`src/rtl/move_scheduler.sv`:
```
// Button front-end for the 2048 game: synchronizes and debounces the five keys,
// arbitrates presses and hands moves to the game FSM over a valid/ack handshake.
module move_scheduler #(
  parameter int unsigned DEBOUNCE_CYCLES = 500000,
  parameter int unsigned CNT_W           = 20
) (
  input  logic       clk,
  input  logic       rst,
  input  logic       btn_start_n,
  input  logic       btn_up_n,
  input  logic       btn_down_n,
  input  logic       btn_left_n,
  input  logic       btn_right_n,
  input  logic       busy,
  input  logic       game_over,
  input  logic       move_ack,
  output logic       start_pulse,
  output logic       move_valid,
  output logic [1:0] move_dir,
  output logic       pending,
  output logic [7:0] dropped_count
);

  localparam logic [CNT_W-1:0] CNT_LAST = CNT_W'(DEBOUNCE_CYCLES - 1);

  typedef enum logic [1:0] {
    IDLE,
    OFFER,
    OFFER_PEND
  } state_t;

  // Button bit order: 0 start, 1 up, 2 down, 3 left, 4 right.
  logic [4:0]       raw_n;
  logic [4:0]       sync1_n;
  logic [4:0]       sync2_n;
  logic [4:0]       level;
  logic [4:0]       stable;
  logic [4:0]       stable_d;
  logic [4:0]       press;
  logic [CNT_W-1:0] cnt [5];

  state_t     state;
  logic [1:0] pend_dir;
  logic       start_ev;
  logic       dir_ev;
  logic [1:0] ev_dir;
  logic       ack;

  assign raw_n = {btn_right_n, btn_left_n, btn_down_n, btn_up_n, btn_start_n};
  assign level = ~sync2_n;
  assign press = stable & ~stable_d;

  always_ff @(posedge clk or negedge rst) begin
    if (!rst) begin
      sync1_n <= '1;
      sync2_n <= '1;
    end else begin
      sync1_n <= raw_n;
      sync2_n <= sync1_n;
    end
  end

  always_ff @(posedge clk or negedge rst) begin
    if (!rst) begin
      stable   <= '0;
      stable_d <= '0;
      for (int unsigned i = 0; i < 5; i++) begin
        cnt[i] <= '0;
      end
    end else begin
      stable_d <= stable;
      for (int unsigned i = 0; i < 5; i++) begin
        if (level[i] == stable[i]) begin
          cnt[i] <= '0;
        end else if (cnt[i] == CNT_LAST) begin
          stable[i] <= ~stable[i];
          cnt[i]    <= '0;
        end else begin
          cnt[i] <= cnt[i] + 1'b1;
        end
      end
    end
  end

  always_comb begin
    start_ev = press[0];
    dir_ev   = 1'b0;
    ev_dir   = 2'b00;
    if (!press[0]) begin
      if (press[1]) begin
        dir_ev = 1'b1;
        ev_dir = 2'b00;
      end else if (press[2]) begin
        dir_ev = 1'b1;
        ev_dir = 2'b01;
      end else if (press[3]) begin
        dir_ev = 1'b1;
        ev_dir = 2'b10;
      end else if (press[4]) begin
        dir_ev = 1'b1;
        ev_dir = 2'b11;
      end
    end
  end

  assign move_valid = (state != IDLE) && !busy && !game_over;
  assign pending    = (state == OFFER_PEND);
  assign ack        = move_ack && move_valid;

  // Ack is applied before a same-cycle direction event, so an event arriving
  // with the ack refills the freed position instead of being dropped.
  always_ff @(posedge clk or negedge rst) begin
    if (!rst) begin
      state         <= IDLE;
      start_pulse   <= 1'b0;
      move_dir      <= 2'b00;
      pend_dir      <= 2'b00;
      dropped_count <= '0;
    end else begin
      start_pulse <= 1'b0;
      if (start_ev) begin
        start_pulse <= 1'b1;
        state       <= IDLE;
      end else if (game_over) begin
        state <= IDLE;
      end else begin
        case (state)
          IDLE: begin
            if (dir_ev) begin
              move_dir <= ev_dir;
              state    <= OFFER;
            end
          end
          OFFER: begin
            if (ack) begin
              if (dir_ev) begin
                move_dir <= ev_dir;
              end else begin
                state <= IDLE;
              end
            end else if (dir_ev) begin
              pend_dir <= ev_dir;
              state    <= OFFER_PEND;
            end
          end
          OFFER_PEND: begin
            if (ack) begin
              move_dir <= pend_dir;
              if (dir_ev) begin
                pend_dir <= ev_dir;
              end else begin
                state <= OFFER;
              end
            end else if (dir_ev && (dropped_count != 8'hFF)) begin
              dropped_count <= dropped_count + 8'd1;
            end
          end
          default: state <= IDLE;
        endcase
      end
    end
  end

endmodule

```
`config.mk`:
```
export PLATFORM = sky130hd
export DESIGN_NAME = move_scheduler
export DESIGN_NICKNAME = d
export VERILOG_FILES = /design/src/rtl/move_scheduler.sv
export SDC_FILE = /design/constraint.sdc
export NUM_CORES = 1
export LEC_CHECK = 0
export BUFFER_PORTS_ARGS = -buffer_cell sky130_fd_sc_hd__buf_2
export CAP_MARGIN = 20
export CORE_UTILIZATION = 56
export DETAILED_ROUTE_END_ITERATION = 6
export PLACE_DENSITY = 0.87
export SLEW_MARGIN = 25
export SYNTH_ARGS = -nofsm -noshare
export SYNTH_HDL_FRONTEND = slang
export SYNTH_SLANG_ARGS = --single-unit
```
`constraint.sdc`:
```
create_clock -name clk -period 1.63 [get_ports clk]
set_input_delay 0.0815 -clock clk [delete_from_list [all_inputs] [get_ports clk]]
set_output_delay 0.0815 -clock clk [all_outputs]
set_load 0.05 [all_outputs]
```
Yosys cells after proc, flatten, opt, wreduce, memory -nomap -nowiden
Cells that the tools add are included.
Cells by class
  muxes and demuxes: 37
  add/sub/neg operators: 6
  reduce and logical (&&, ||, !) cells: 19
  equality and inequality tests: 21
  bitwise gates (word level): 16
Operator list (number)
  $mux W20: 10
  $add A20 B1 Y20 const B: 5
  $eq A20 B19 Y1 const B: 5
  $mux W2: 18
  $reduce_and A5 Y1: 4
  $not A1 Y1: 13
  $pmux W2 S3: 2
  $ne A5 B5 Y1 const B: 2
  $not A5 Y5: 2
  $reduce_and A2 Y1: 5
  $add A8 B1 Y8 const B: 1
  $ne A4 B4 Y1 const B: 2
  $ne A8 B8 Y1 const B: 1
  $mux W1: 6
  $and A5 B5 Y5: 1
  $eq A1 B1 Y1: 5
  $logic_and A1 B1 Y1: 4
  $ne A2 B2 Y1 const B: 2
  $ne A4 B2 Y1 const B: 1
  $pmux W2 S2: 1
  $reduce_bool A2 Y1: 2
  $reduce_bool A3 Y1: 1
  $eq A2 B1 Y1 const B: 1
  $eq A2 B2 Y1 const B: 1
  other kinds (3): 4
Word-level totals
  output and inout bits: 13
  bits in registers: 135
  bits of input ports: 10
  logic and storage cells: 117

Logic depth before layout (Yosys ltp)
  depth after elaboration: 12
  depth in mapped cells: 7
  gate-level depth less buffers: 6

Worst setup path after synthesis
OpenSTA, ideal clock, no wires.
  path type: reg-to-reg
  start point: register dropped_count[0]
  end point: register dropped_count[4]
  slack: -427 ps
  library setup time: 144 ps
  stages on the path, launching flop included: 8
  buffers on the path: 1
  period minus slack after synthesis: 2057 ps
  arrival time: 1913 ps
  required time: 1486 ps
  cells stage by stage: dfrtp_1 > ha_1 > nand3_1 > or2_2 > and3_1 > buf_4 > and4_4 > xor2_2
Between the ends
  word-level cells in the longest chain between the ends: 3
  elaborated cells on any way between the ends: 4
  classes of those cells: 1 x add/sub; 1 x eq/ne; 2 x reduce/logical
RTL lines
  start: declaration: line 21  | output logic [7:0] dropped_count
  start signal: assignment: line 155  | dropped_count <= dropped_count + 8'd1;
  parallel branches: the longest is 3 deep, another holds $add A8 B1 Y8
Parallel ways; which one is timed is not known.
A chain may end at the register's enable or synchronous reset.

Worst setup path after layout
  start point: register cnt[0] in the netlist's numbering
  end point: register cnt[7] in the netlist's numbering
Between the ends
  word-level cells in the longest chain between the ends: 3
  elaborated cells on any way between the ends: 4
  classes of those cells: 1 x add/sub; 1 x eq/ne; 2 x mux
RTL lines
  start: declaration: line 40  | logic [CNT_W-1:0] cnt [5];
  start signal: indexed assignment: line 79  | cnt[i] <= cnt[i] + 1'b1;
  $add A20 B1 Y20 or $eq A20 B19 Y1 (tied branches): line 79, 75
  $mux W20 (*): line 75  | end else if (cnt[i] == CNT_LAST) begin
  $mux W20 (*): line 73  | if (level[i] == stable[i]) begin
Every way passes the cells marked *; elsewhere a longest branch is shown, timed or not.

==> metrics.cfg <==
[power_and_ir_drop]
ir_drop_mv = 0.998
powerDensity_mw_per_mm2 = 923
p_leak_nw = 3.61

[worst_setup_path]
worstPathRequired_ns = 1.93
cp_max_fo = 5
startpoint_type = flop
crit_type = reg2reg
rrSetupSlack_ns = -0.22
crit_path_end_kind = flop
arrival_ns = 2.15
slowest_delay_ns = 0.49
cpMaxStageDelayCell = or4_4
crit_chain = ha_2 -> nand4_1 -> or4_4 -> nor3_4 -> buf_4 -> or2_4 -> nor2_1

[cells_and_area]
finalCoreUtilization = 0.759
design_area_sq_mm = 0.00830
fin_cells = 870
area_delta_synth_final_pct = 31.3
antenna_cells = 0
final_nets = 733
fillers = 642
layout-drive-gt1-share = 0.338

[synth]
postSynth.asyncResetShare = 1.00
synthFlopType = dfrtp_1
synth_edf_count = 0
syn_area_sq_mm = 0.00632
synthCells = 610
synth_nets = 626
avgSynthCellArea_sq_um = 10.4
yosysWarnings = 0
ys_seq_area_frac = 0.536
ys_seq_elements = 135
synth.distinct_cells = 47

[clock_tree]
cts_sinks = 135
cts_root_buf = clkbuf_16
path_clk_slew_ns = 0.06
ctsHtreeMaxLevel = 4
cts_tree = built
clk_latency_ns = 0.42
cts_made_buffers = 17
clock_path_buffers = 2

[timing]
fin_crit_ns = 1.85
setup_ws_ns = -0.223
fmax_ghz = 0.540
final-max-slew-violation-count = 0
hold_violations = 0
slew_headroom = 0.714
fin_skew_ns = 0.0114
worst_pin_slew_ns = 0.425
rsz0062_at_grt = true
setup_viol = 61
fin_tns_setup_ns = -6.74
final.period_utilization = 1.14

[grt]
antenna_found_initial = 0
grt_use_total = 0.254
grt_pass1_vias = 4943
grt_max_degree = 35
grt_pass1_wl_microns = 22600
gr-total-overflow = 0

[die]
initial_core_util = 0.578
pin_count = 23
fp-row-count = 38
die_y_microns = 108
core_sq_mm = 0.0109
die_area_sq_mm = 0.0117
die_x_microns = 108

[drt]
drc = 0
wl_per_cell_microns = 17.8
detail-route-antenna-nets = 0
num_vias = 5071
drt_iter0_drc = 338
firstDrtPassIters = 5
routed_via_density = 5.83
wirelength_microns = 15500

[outcome]
outcome = finished with violations
violations = negative setup slack

[placed_design]
place.gp.congestion = 0.844
numPortBuffers = 22
postPlaceCellArea_sq_mm = 0.00706
place_ws_ns = -0.136
dp_hpwl_microns = 8890
placed_cells = 815

[min_path]
min_path_type = in2async

[run]
cap_violations = 0

[cells by family after synthesis]
family	after synthesis	synth area share
muxes	9	0.0156
adders and majority gates	6	0.0119
and+or+nand+nor	321	0.260
AOI/OAI and AO/OA	17	0.0184
xor gates and xnor gates	100	0.140
buffers and inverters	22	0.0188
DFF	135	0.536
[power breakdown]
part | total (W) | switching (W) | internal [W]
sequential | 0.00344 | 0.0000376 | 0.00341
combinational | 0.000367 | 0.000206 | 0.000162
clock | 0.00385 | 0.00144 | 0.00241
[cell usage after synthesis, drive strengths merged (2+ instances only)]
cell type / n / area share
or2: 4 / 0.0040
nor2: 118 / 0.070
o21ai: 8 / 0.0063
and4: 15 / 0.022
and3: 16 / 0.016
nand4: 26 / 0.026
mux2: 7 / 0.012
buf: 11 / 0.012
nor2b: 3 / 0.0042
inv: 10 / 0.0059
dfstp: 10 / 0.042
or3: 4 / 0.0040
nor4: 13 / 0.017
nand3: 41 / 0.032
a31oi: 2 / 0.0020
or4: 2 / 0.0024
nor3: 15 / 0.013
dfrtp: 125 / 0.49
nand2b: 4 / 0.0040
xnor2: 45 / 0.062
and2: 2 / 0.0020
xor2: 55 / 0.077
a21oi: 4 / 0.0032
mux2i: 2 / 0.0032
nand2: 48 / 0.029
ha: 6 / 0.012
nor4bb: 2 / 0.0032
[per-stage QoR]
step | power [W] | hold slack (ns)
finish | 0.00766 | 0.104
global route | 0.00789 | 0.118
CTS | 0.00764 | 0.0701
detailed placement | 0.00377 | 0.00853
global placement | 0.00375 | 0.00422
floorplan | 0.00360 | -0.214
[critical path: cells and delay by family, from the launching register on]
family	cells	cell delay, ns
fa+ha+maj	1	0.19
flops	1	0.36
simple gates	5	1.02
buf+inv	1	0.16
[worst paths after layout]
path | from | endpoint | cells past startpoint
worst max-delay path | cnt[0] | cnt[7] | 7
worst min-delay path | rst | cnt[52] | 2
worst max register to register | cnt[0] | cnt[7] | 7
worst min register to register | sync1_n[4] | sync2_n[4] | 0
max in group asynchronous | rst | stable[1] | 3
min in group clk | game_over | state[0] | 4
[per-layer routing]
metal  vias up  track usage  routed length, microns  part of all wire
met4         0        0.127                     254             0.016
met3        26       0.0651                     726             0.047
met5         -            0                       0                 0
li1       2307            -                       -                 -
met2       172        0.438                    8420              0.54
met1      2566        0.292                    6070              0.39
[layout make-up]
class	count	area, sq um	area share
timing repair buffer	97	835	0.101
clock inverter	11	121	0.0146
inverter	10	37.5	0.00452
clock buffer	21	480	0.0579
sequential	135	3400	0.410
multi-input combinational	456	3250	0.392
tap	140	175	0.0211
[registers in the layout, indices dropped and copies added (netlist names)]
signal	count
state	2
cnt	100
pend_dir	2
sync1_n	5
stable	5
move_dir	2
stable_d	5
dropped_count	8
start_pulse	1
sync2_n	5
[layout by cell type (no fill, tap or decap), types with 5 or more instances in the layout]
| cell | netlist | routed |
|---|---|---|
| and4_4 | 3 | 6 |
| buf_6 | 2 | 7 |
| o21ai_0 | 8 | 5 |
| nand2_1 | 47 | 44 |
| xnor2_1 | 45 | 44 |
| nor2_2 | 0 | 23 |
| dfrtp_2 | 0 | 8 |
| dfrtp_1 | 125 | 117 |
| nand3_1 | 41 | 37 |
| buf_4 | 4 | 54 |
| buf_12 | 0 | 6 |
| dlygate4sd3_1 | 0 | 6 |
| or2_4 | 0 | 5 |
| nor4_2 | 4 | 7 |
| clkbuf_16 | 0 | 19 |
| nand4_1 | 26 | 26 |
| dfstp_2 | 10 | 10 |
| xor2_1 | 54 | 54 |
| and4_1 | 12 | 9 |
| nor2_1 | 118 | 81 |
| nor2_4 | 0 | 14 |
| nor3_1 | 13 | 10 |
| inv_1 | 10 | 10 |
| and3_1 | 16 | 12 |
| buf_2 | 5 | 21 |
[what timing repair did]
action	CTS	global route
gates resized for setup	18	100
cloned	2	6
hold buffers	6	0
buffers inserted	0	10
setup endpoints to repair	37	110
endpoints found under the hold margin	132	0
pin swaps	4	34
Note: power is estimated with default switching activity, not from simulation.
